`src/rtl/bcd_seq_conv.sv`:
```
// Sequential signed-binary to packed-BCD converter (double-dabble, one bit per clock).
// Holds the last completed result stable while a new conversion runs.
module bcd_seq_conv #(
    parameter int unsigned BIN_W  = 9,
    parameter int unsigned DIGITS = 3,
    parameter bit          AUTO   = 1'b1
) (
    input  logic                  CLK,
    input  logic                  RSTn,
    input  logic                  start,
    input  logic [BIN_W-1:0]      value_in,
    output logic                  busy,
    output logic                  done,
    output logic                  sign_out,
    output logic [4*DIGITS-1:0]   bcd_out
);

    localparam int unsigned CNT_W = $clog2(BIN_W + 1);
    localparam int unsigned BCD_W = 4 * DIGITS;

    function automatic longint unsigned pow10(input int unsigned n);
        longint unsigned p;
        p = 1;
        for (int unsigned i = 0; i < n; i++) begin
            p = p * 10;
        end
        return p;
    endfunction

    if ((64'd1 << (BIN_W - 1)) > (pow10(DIGITS) - 1)) begin : g_range_check
        $error("bcd_seq_conv: DIGITS too small for the magnitude range of BIN_W");
    end

    typedef enum logic [1:0] {
        IDLE,
        SHIFT,
        FINISH
    } state_t;

    state_t             state;
    state_t             state_next;
    logic [BIN_W-1:0]   last_val;
    logic [BIN_W-1:0]   mag;
    logic [BCD_W-1:0]   acc;
    logic [BCD_W-1:0]   acc_adj;
    logic [CNT_W-1:0]   cnt;
    logic               sign_r;
    logic               trigger;

    always_ff @(posedge CLK or negedge RSTn) begin
        if (!RSTn) begin
            state <= IDLE;
        end else begin
            state <= state_next;
        end
    end

    always_comb begin
        state_next = state;
        trigger    = start || (AUTO && (value_in != last_val));
        case (state)
            IDLE:    if (trigger) state_next = SHIFT;
            SHIFT:   if (cnt == CNT_W'(BIN_W - 1)) state_next = FINISH;
            FINISH:  state_next = IDLE;
            default: state_next = IDLE;
        endcase
    end

    // Add-3 correction on every BCD nibble that would overflow past 9 when doubled.
    always_comb begin
        acc_adj = acc;
        for (int unsigned d = 0; d < DIGITS; d++) begin
            if (acc[4*d +: 4] >= 4'd5) begin
                acc_adj[4*d +: 4] = acc[4*d +: 4] + 4'd3;
            end
        end
    end

    always_ff @(posedge CLK or negedge RSTn) begin
        if (!RSTn) begin
            last_val <= '0;
            mag      <= '0;
            acc      <= '0;
            cnt      <= '0;
            sign_r   <= 1'b0;
            bcd_out  <= '0;
            sign_out <= 1'b0;
            done     <= 1'b0;
            busy     <= 1'b0;
        end else begin
            done <= (state == FINISH);
            busy <= (state_next != IDLE);
            case (state)
                IDLE: begin
                    if (trigger) begin
                        last_val <= value_in;
                        sign_r   <= value_in[BIN_W-1];
                        // Unsigned BIN_W-bit negation: the most negative input maps to 2^(BIN_W-1).
                        mag      <= value_in[BIN_W-1] ? (~value_in + 1'b1) : value_in;
                        acc      <= '0;
                        cnt      <= '0;
                    end
                end
                SHIFT: begin
                    {acc, mag} <= {acc_adj[BCD_W-2:0], mag, 1'b0};
                    cnt        <= cnt + 1'b1;
                end
                FINISH: begin
                    bcd_out  <= acc;
                    sign_out <= sign_r && (acc != '0);
                end
                default: ;
            endcase
        end
    end

endmodule

```
`config.mk`:
```
export PLATFORM = sky130hd
export DESIGN_NAME = bcd_seq_conv
export DESIGN_NICKNAME = d
export VERILOG_FILES = /design/src/rtl/bcd_seq_conv.sv
export SDC_FILE = /design/constraint.sdc
export NUM_CORES = 1
export LEC_CHECK = 0
export ABC_CLOCK_PERIOD_IN_PS = 2700
export BUFFER_PORTS_ARGS = -buffer_cell sky130_fd_sc_hd__buf_4
export CORE_MARGIN = 10
export CORE_UTILIZATION = 55
export DETAILED_ROUTE_END_ITERATION = 10
export PLACE_DENSITY = 0.75
export SLEW_MARGIN = 20
export SYNTH_ARGS = -nofsm -noshare
export SYNTH_HDL_FRONTEND = slang
export SYNTH_SLANG_ARGS = --single-unit
```
`constraint.sdc`:
```
create_clock -name CLK -period 2.7 [get_ports CLK]
set_input_delay 0.405 -clock CLK [delete_from_list [all_inputs] [get_ports CLK]]
set_output_delay 0.405 -clock CLK [all_outputs]
set_load 0.02 [all_outputs]
```
==> flow_summary.toml, run 1 <==
[outcome]
outcome = "finished clean"

[sta]
fin_setup_tns_ps = 0
finClkSkew_ps = 9.20
layout_worst_path_cycle_share_pct = 68.4
grt_setup_unrepaired = "no"
post-route-min-period_ps = 1850
setup_viol_count_final = 0
max_slew_headroom_pct = 47.3
minimum_setup_slack_in_the_final_design_ps = 853
worstMarginPinSlew_ps = 789
fmaxAchievable_mhz = 541
hold_viol = 0
timing_max_transition_violations_final = 0

[grt]
antenna_found_initial = 0
grt_start_max_net_pins = 52
first_pass_grt_wire_length_microns = 8790
grt_util_all_layers_pct = 13.9
vias_in_the_first_global_route = 1870
gr-total-overflow = 0

[placement]
io_buffer_count = 26
detailedPlace.worstSlack_ps = 720
place_congestion = 0.774
dpl.hpwl_microns = 3550

[yosys]
muxShareOfSynthArea_pct = 7.29
sequential_cell_area_fraction_in_the_yosys_report_pct = 48.6
synth_top_family_by_area = "simple AND/OR/NAND/NOR gates"
synth.top_cells.by_area = "dfrtp_1 (49%), mux2_2 (7.3%), ha_1 (5.2%), a22o_1 (4.3%), xor2_1 (4.0%)"
synth_simple_gate_area_share_pct = 14.9
synthXorXnorAreaFrac_pct = 6.00
synth_most_common_cell = "dfrtp_1"
synth_area_sq_um = 2630
yosys_warnings = 0
synth-adder-area-share_pct = 5.24
post_synth_most_frequent_cells = "dfrtp_1 (51), nand2_1 (22), o21ai_0 (18), mux2_2 (17), nor3_1 (16)"
async_flop_share_pct = 100
postSynthRegisterBits = 51
count_of_flip_flops_with_a_built_in_enable_after_synthesis = 0
post_synth_net_total = 273
synth_area_per_cell_sq_um = 10.5
synth_top_area_share_pct = 48.6
synth_top_area_cell = "dfrtp_1"
synth.lib_cells_used.distinct = 38
compound_gate_fraction_of_synth_area_pct = 13.8
ys.flop_type = "dfrtp_1"
postSynthCellCount = 250

[power]
p_leak_nw = 1.38
total_switching_power_mw = 1.31
share_comb_of_total_power_pct = 44.2
power_frac_seq_pct = 42.4
share_of_power_burned_in_the_clock_network_pct = 13.5
ir_drop_uv = 601
swShare_pct = 39.5
power.internal_mw = 2.01
power.density_nw_per_um2 = 1120

[layout]
area_delta_synth_final_pct = 12.7
fin_nets = 299
n_antenna_cell = 0
drive_above_1_share_pct = 21.7

[job]
cap_violations = 0

[critical_path]
crit_path_start_kind = "flip-flop"
worstSetupStartpoint = "last_val[8]$_DFFE_PN0P_"
worstPathRequired_ps = 2950
data_arrival_time_of_the_worst_path_ps = 2100
worst_r2r_startpoint = "last_val[8]$_DFFE_PN0P_"
critPathKind = "reg2reg"
critical_path.max_fanout = 18
worst_setup_path_end_kind = "flip-flop"

[detailed_routing]
avgRoutedWirePerCell_microns = 15.2
drt-pass1-iter-count = 4
via_per_inst = 5.64
drt.antenna.violating_nets = 0
drt_first_iter_violations = 113
drc_errors = 0
drt_wl_total_microns = 5030
num_vias = 1866

[floorplanning]
count_of_pins_on_the_block_boundary = 27
rows = 25
die_w_microns = 89.1
floorplan.initialDensity_pct = 56.3
design.die.area_sq_um = 7940
core_ar_sq_um = 4660
die-height_microns = 89.1

[clock_tree]
cts_h_tree_lvls = 2
cts_hold_buf = 0
number_of_buffers_inserted_to_repair_setup_after_cts = 0
cts.reportedPaths.clkPinSlew_ps = 90
cts_root_buffer = "clkbuf_8"
max_clock_buf_depth = 2
cts_resized = 0
clock_sink_count = 51
insertion_delay_ps = 310
tritoncts = "yes"
cts_inserted_buffers = 5

[hold_path]
hp_class = "in2async"
[through the flow]
step                      instance area [sq um]  power (mW)  hold slack, ps  util (%)  instances
after floorplan                            2630        2.47             109         -        250
after global placement                     2870        2.85             465      61.6        323
final                                      2960        3.33             103      63.5        331
after CTS                                  2960        3.36             131      63.5        331
after global routing                       2960        3.62             141      63.5        331
after detailed placement                   2870        2.91             469      61.6        323
[placed cells by master (no fill, tap or decap), drive strengths merged, types with 3 or more instances in the layout]
cell	instances
nand2	22
nand3	4
and3	6
mux2	17
inv	13
o21ai	19
clkbuf	5
nor3	16
dfrtp	51
nor3b	3
ha	11
a21oi	6
xnor2	6
nand2b	5
buf	31
nor4	4
nor2	7
xor2	12
a22o	13
o22ai	7
[power by group through the flow]
stage	sequential [mW]	clock, mW	combinational (mW)
2_1_floorplan	1.45	0	1.02
6_report	1.41	0.449	1.47
3_5_place_dp	1.42	0	1.49
5_1_grt	1.47	0.494	1.66
3_3_place_gp	1.41	0	1.43
4_1_cts	1.41	0.458	1.49
[state kept, by name, summed over array words and instances (netlist names)]
register and count:
last_val 9, bcd_out 12, state 2, mag 9, acc 12, busy 1, cnt 4, sign_out 1
done 1
[metal layers]
metal  vias to the layer above  GRT usage (%)  wire length, microns
li1                        939              -                     -
met1                       885           17.1                  2310
met2                        35           22.9                  2370
met3                         7           4.28                   288
met4                         0           3.90                    53
met5                         -              0                     0
[logic make-up (layout without fill, tap and decap cells)]
kind of cell	Yosys count	after routing
mux	17	17
fa+ha+maj	11	11
xor+xnor	18	18
buf+inv	26	53
compound gates	53	53
flops	51	51
simple gates	74	74
[worst max-delay path, stage by stage (launching register included)]
cell,delay (ps)
dfrtp_1,420
xor2_1,190
nor4_2,310
nand4_2,160
o21ai_4,450
mux2_2,250
[path summary, 6_finish.rpt]
path | endpoint | slack (ps) | cells after the start
setup / recovery | cnt[0]$_DFFE_PN0P_ | 850 | 5
hold / removal | bcd_out[8]$_DFFE_PN0P_ | 100 | 1
setup reg to reg | cnt[0]$_DFFE_PN0P_ | 850 | 5
hold reg to reg | bcd_out[0]$_DFFE_PN0P_ | 490 | 2
max in group asynchronous | last_val[4]$_DFFE_PN0P_ | 2170 | 1
min in group CLK | last_val[1]$_DFFE_PN0P_ | 360 | 2
[cell type report]
type / count / area [sq um]
inverter: 14 / 52.6
tap: 54 / 67.6
fill: 383 / 1700
clock buffer: 5 / 68.8
clock inverter: 3 / 20.0
multi-input combinational: 173 / 1240
sequential: 51 / 1280
timing repair buffer: 31 / 233
(Power assumes the default switching activity.)
==> run 2, diff against run 1 <==
Settings changed: ABC_AREA set to 1, ABC_CLOCK_PERIOD_IN_PS 2700 to 1580, CORE_UTILIZATION 55 to 53.
Clock period 2.7 ns to 1.58 ns, I/O delays scaled along.
==> flow_summary.toml, run 2 <==
[grt]
first_pass_grt_wire_length_microns = 9650
grt_util_all_layers_pct = 13.1
grt_start_max_net_pins = 52
vias_in_the_first_global_route = 2284
antenna_found_initial = 0
gr-total-overflow = 0

[placement]
detailedPlace.worstSlack_ps = 94.7
dpl.hpwl_microns = 3950
place_congestion = 0.841
dpl-instance-area_sq_um = 3130
io_buffer_count = 26
dp.cells = 433

[yosys]
synth_top_area_share_pct = 44.5
synth_area_sq_um = 2870
synthXorXnorAreaFrac_pct = 1.53
count_of_flip_flops_with_a_built_in_enable_after_synthesis = 0
postSynthCellCount = 342
muxShareOfSynthArea_pct = 0
synth.top_cells.by_area = "dfrtp_1 (44%), nand2_1 (13%), o21ai_0 (5.8%), nand3_2 (5.6%), ha_1 (4.8%)"
async_flop_share_pct = 100
synth_top_family_by_area = "simple AND/OR/NAND/NOR gates"
synth_top_area_cell = "dfrtp_1"
sequential_cell_area_fraction_in_the_yosys_report_pct = 44.5
synth_area_per_cell_sq_um = 8.39
synth_most_common_cell = "nand2_1"
post_synth_most_frequent_cells = "nand2_1 (100), dfrtp_1 (51), o21ai_0 (33), inv_1 (32), nand3_1 (26)"
synth-adder-area-share_pct = 4.80
post_synth_net_total = 365
synth.lib_cells_used.distinct = 30
ys.flop_type = "dfrtp_1"
yosys_warnings = 0
synth_simple_gate_area_share_pct = 29.2
postSynthRegisterBits = 51
compound_gate_fraction_of_synth_area_pct = 11.2

[critical_path]
data_arrival_time_of_the_worst_path_ps = 1700
crit_path_start_kind = "flip-flop"
worstSetupStartpoint = "last_val[8]$_DFFE_PN0P_"
critPathKind = "reg2reg"
worstRegToRegCells = 8
worst_setup_path_end_kind = "flip-flop"
worstPathRequired_ps = 1820
critical_path.max_fanout = 17
worst_r2r_startpoint = "last_val[8]$_DFFE_PN0P_"

[layout]
register_area_sq_um = 1280
fin_cells = 445
multiInputGateArea_sq_um = 1350
fin_nets = 397
postLayoutCoreUtil_pct = 63.0
most_frequent_cells_in_the_layout = "nand2_1 (100), dfrtp_1 (50), buf_4 (33)"
n_antenna_cell = 0
largestRegisters = "acc: 12 flops, bcd_out: 12 flops"
fillCellCount = 467
area_delta_synth_final_pct = 13.6
drive_above_1_share_pct = 23.5
postLayoutCellArea_sq_um = 3260
most_common_cell_after_layout_fill_and_taps_aside = "nand2_1"

[detailed_routing]
avgRoutedWirePerCell_microns = 12.2
drt-pass1-iter-count = 4
drt_first_iter_violations = 59
num_vias = 2260
via_per_inst = 5.08
drc_errors = 0
drt_wl_total_microns = 5450
drt.antenna.violating_nets = 0

[hold_path]
hp_class = "in2reg"
holdPathStages = 3
hp-start = "value_in[7]"

[power]
ir_drop_uv = 1180
power.density_nw_per_um2 = 1960
p_leak_nw = 1.66

[floorplanning]
floorplan.initialDensity_pct = 55.5
rows = 26
count_of_pins_on_the_block_boundary = 27
die_w_microns = 93.6
die-height_microns = 93.6
core_ar_sq_um = 5170
design.die.area_sq_um = 8760

[sta]
max_slew_headroom_pct = 57.5
timing_max_transition_violations_final = 0
layout_worst_path_cycle_share_pct = 92.1
minimum_setup_slack_in_the_final_design_ps = 125
setup_viol_count_final = 0
worstMarginPinSlew_ps = 637
fmaxAchievable_mhz = 687
grt_setup_unrepaired = "no"
fin_setup_tns_ps = 0
post-route-min-period_ps = 1450
hold_viol = 0
finClkSkew_ps = 9.28

[outcome]
outcome = "finished clean"

[clock_tree]
cts_root_buffer = "clkbuf_8"
insertion_delay_ps = 300
tritoncts = "yes"
max_clock_buf_depth = 2
cts_inserted_buffers = 5
cts_h_tree_lvls = 2
clock_sink_count = 51
cts.reportedPaths.clkPinSlew_ps = 90

[job]
cap_violations = 0
[run 2: cell count changes after synthesis, moves of 13 or more]
| cell | delta |
|---|---|
| mux2_2 | -17 |
| nand3_1 | +22 |
| nand2_1 | +78 |
| a22o_1 | -13 |
| inv_1 | +19 |
| o21ai_0 | +15 |
| nor3_1 | -14 |
| nand3_2 | +16 |
[run 2: timing repair]
item                       4_1_cts  5_1_grt
resized for setup                0        8
setup buffers                    0        3
hold buffers                     1        0
hold endpoints to repair        51        0
setup endpoints to repair        0        4
[run 2: where the power goes]
part	switching (mW)	internal [mW]
combinational	1.95	1.36
sequential	0.438	1.92
clock	0.433	0.309
[run 2: stage by stage]
| stage | hold WS, ps | total power [mW] |
|---|---|---|
| 2_1_floorplan | -58.6 | 4.76 |
| 3_3_place_gp | 301 | 5.49 |
| 3_5_place_dp | 308 | 5.60 |
| 4_1_cts | 209 | 6.36 |
| 5_1_grt | 233 | 7.06 |
| 6_report | 213 | 6.41 |
[run 2: final timing paths]
path                                            to  slack, ps
max in group asynchronous       acc[4]$_DFFE_PN0P_        640
min in group asynchronous       acc[6]$_DFFE_PN0P_        490
hold / removal             last_val[7]$_DFFE_PN0P_        210
setup / recovery                acc[7]$_DFFE_PN0P_        130
hold reg to reg            last_val[0]$_DFFE_PN0P_        490
setup reg to reg                acc[7]$_DFFE_PN0P_        130
[run 2: kinds of logic after synthesis]
kind of cell    count (synthesis)
simple gates                  168
compound gates                 59
flops                          51
buf+inv                        48
fa+ha+maj                      11
xor+xnor                        5
[run 2: routing by layer]
layer	vias to the layer above	routed length, microns	track usage, %
li1	1168	-	-
met1	1048	2570	16.0
met2	40	2600	21.8
met3	4	247	3.60
met4	0	31	4.18
met5	-	0	0
[run 2: cell type report]
cell class / count / area share, %
clock buffer: 5 / 2.11
clock inverter: 3 / 0.614
inverter: 36 / 4.14
multi-input combinational: 243 / 41.5
sequential: 51 / 39.2
tap: 70 / 2.69
timing repair buffer: 37 / 9.75
[run 2: worst max-delay path: stages (launching register included)]
cell     delay (ps)
dfrtp_1         440
xnor2_1         170
nand2_1          80
nor2_2          150
nand2_4          80
nand2_8         170
buf_12          170
nand3_1          70
nand2_1          70
==> run 3, diff against run 2 <==
Settings changed: ABC_CLOCK_PERIOD_IN_PS 1580 to 1750, CORE_UTILIZATION 53 to 55.
Clock period 1.58 ns to 1.75 ns, I/O delays scaled along.
==> flow_summary.toml, run 3 (synthesis gave the netlist of run 2 again) <==
[outcome]
outcome = "finished clean"

[clock_tree]
clock_sink_count = 51
max_clock_buf_depth = 2
tritoncts = "yes"
insertion_delay_ps = 310
number_of_buffers_inserted_to_repair_setup_after_cts = 0
cts_root_buffer = "clkbuf_8"
cts_inserted_buffers = 5
cts_h_tree_lvls = 2
cts.reportedPaths.clkPinSlew_ps = 90

[sta]
fin_setup_tns_ps = 0
timing_max_transition_violations_final = 0
grt_setup_unrepaired = "no"
max_slew_headroom_pct = 57.7
layout_worst_path_cycle_share_pct = 92.4
post-route-min-period_ps = 1620
finClkSkew_ps = 9.51
final.hold.worst_slack_ps = 240
worstMarginPinSlew_ps = 634
setup_viol_count_final = 0
hold_viol = 0
fmaxAchievable_mhz = 618

[critical_path]
critical_path.max_fanout = 39
worstPathRequired_ps = 2000
worst_setup_path_end_kind = "flip-flop"
ff2ff_setup_slack_ps = 130
worst_r2r_startpoint = "last_val[8]$_DFFE_PN0P_"
regToRegEndpoint = "mag[5]$_DFFE_PN0P_"
crit_path_start_kind = "flip-flop"
path_common_cell = "nand2_1"
data_arrival_time_of_the_worst_path_ps = 1870
critPathKind = "reg2reg"
worstRegToRegCells = 8
critPathTopFamily = "simple AND/OR/NAND/NOR gates"
cp_slowest_stage_delay_ps = 430
path_cells = "xnor2_1 -> nand2_1 -> nor2_2 -> nand2_4 -> nand2_8 -> buf_4 -> nand3_2 -> nand2_1"
critical_path_buf_inv_count = 1
critPathSlowestCell = "dfrtp_1"

[floorplanning]
core_ar_sq_um = 5070
rows = 26
count_of_pins_on_the_block_boundary = 27
die-height_microns = 92.2
die_w_microns = 92.2
floorplan.initialDensity_pct = 56.6
design.die.area_sq_um = 8510

[placement]
place_congestion = 0.814
dpl.hpwl_microns = 4050
dp.cells = 436
io_buffer_count = 26

[layout]
fin_cells = 445
most_frequent_cells_in_the_layout = "nand2_1 (100), dfrtp_1 (51), buf_4 (36)"
n_antenna_cell = 0
largestRegisters = "acc: 12 flops, bcd_out: 12 flops"
drive_above_1_share_pct = 21.6
most_common_cell_after_layout_fill_and_taps_aside = "nand2_1"
area_delta_synth_final_pct = 12.2
fin_nets = 397

[job]
cap_violations = 0

[detailed_routing]
drc_errors = 0
drt-pass1-iter-count = 4
drt_first_iter_violations = 119
avgRoutedWirePerCell_microns = 12.7
drt_wl_total_microns = 5630
via_per_inst = 5.13
num_vias = 2284
drt.antenna.violating_nets = 0

[grt]
first_pass_grt_wire_length_microns = 10200
grt_start_max_net_pins = 52
antenna_found_initial = 0
gr-total-overflow = 0
vias_in_the_first_global_route = 2304
grt_util_all_layers_pct = 14.1

[hold_path]
hp_class = "in2reg"
hp-start = "value_in[7]"
holdPathStages = 3
hold_endpoint = "last_val[7]$_DFFE_PN0P_"

[power]
total_power_mw = 5.73
power.density_nw_per_um2 = 1780
ir_drop_uv = 790
p_leak_nw = 1.65
[run 3: changes by cell type in the layout (fill, tap and decap cells not counted), moves of 3 or more]
| cell | before | now |
|---|---|---|
| buf_12 | 3 | 0 |
| buf_4 | 33 | 36 |
| inv_1 | 29 | 32 |
| inv_2 | 7 | 4 |
[run 3: layout make-up]
cell class              count  area (sq um)
clock buffers               6          82.6
clock inverters             2          16.3
fillers                   459          1850
inverters                  36           135
multi-input cells         243          1340
flip-flops and latches     51          1280
well taps                  70          87.6
repair buffers             37           280
[run 3: worst max-delay path by stage]
stage                            start            endpoint  slack (ps)  cells after the start
3_5_place_dp               value_in[7]  mag[5]$_DFFE_PN0P_         140                     10
2_1_floorplan       acc[4]$_DFFE_PN0P_  acc[6]$_DFFE_PN0P_         490                      7
6_report       last_val[8]$_DFFE_PN0P_  mag[5]$_DFFE_PN0P_         130                      8
3_3_place_gp   last_val[8]$_DFFE_PN0P_  mag[5]$_DFFE_PN0P_         180                      8
5_1_grt        last_val[3]$_DFFE_PN0P_  mag[5]$_DFFE_PN0P_          10                     11
4_1_cts        last_val[8]$_DFFE_PN0P_  mag[5]$_DFFE_PN0P_         120                      8
[run 3: power breakdown]
group	leakage (nW)	switching (mW)	internal [mW]
Sequential	0.630	0.392	1.73
Clock	0.0474	0.406	0.324
Combinational	0.977	1.75	1.13
[run 3: worst reg2reg max path: stages, from the launching register on]
cell,delay [ps]
dfrtp_1,430
xnor2_1,170
nand2_1,80
nor2_2,160
nand2_4,90
nand2_8,250
buf_4,240
nand3_2,70
nand2_1,70
[run 3: per-layer routing]
metal,wire (microns),track usage (%),part of all wire [%],vias to the layer above
met5,0,0,0,-
met4,91,4.11,1.6,0
met3,297,3.91,5.3,8
met2,2680,24.4,48,44
met1,2570,16.7,46,1063
li1,-,-,-,1169
[run 3: stage by stage]
| step | utilization (%) | setup slack, ps | area [sq um] |
|---|---|---|---|
| 2_1_floorplan | - | 494 | 2870 |
| 3_3_place_gp | 61.3 | 182 | 3110 |
| 3_5_place_dp | 61.3 | 135 | 3110 |
| 4_1_cts | 63.5 | 116 | 3220 |
| 5_1_grt | 63.5 | 13.0 | 3220 |
| 6_report | 63.5 | 133 | 3220 |
[run 3: repair_timing]
action,4_1_cts,5_1_grt
gates resized for setup,0,0
setup endpoints to repair,0,0
hold endpoints to repair,13,0
hold buffers,1,0
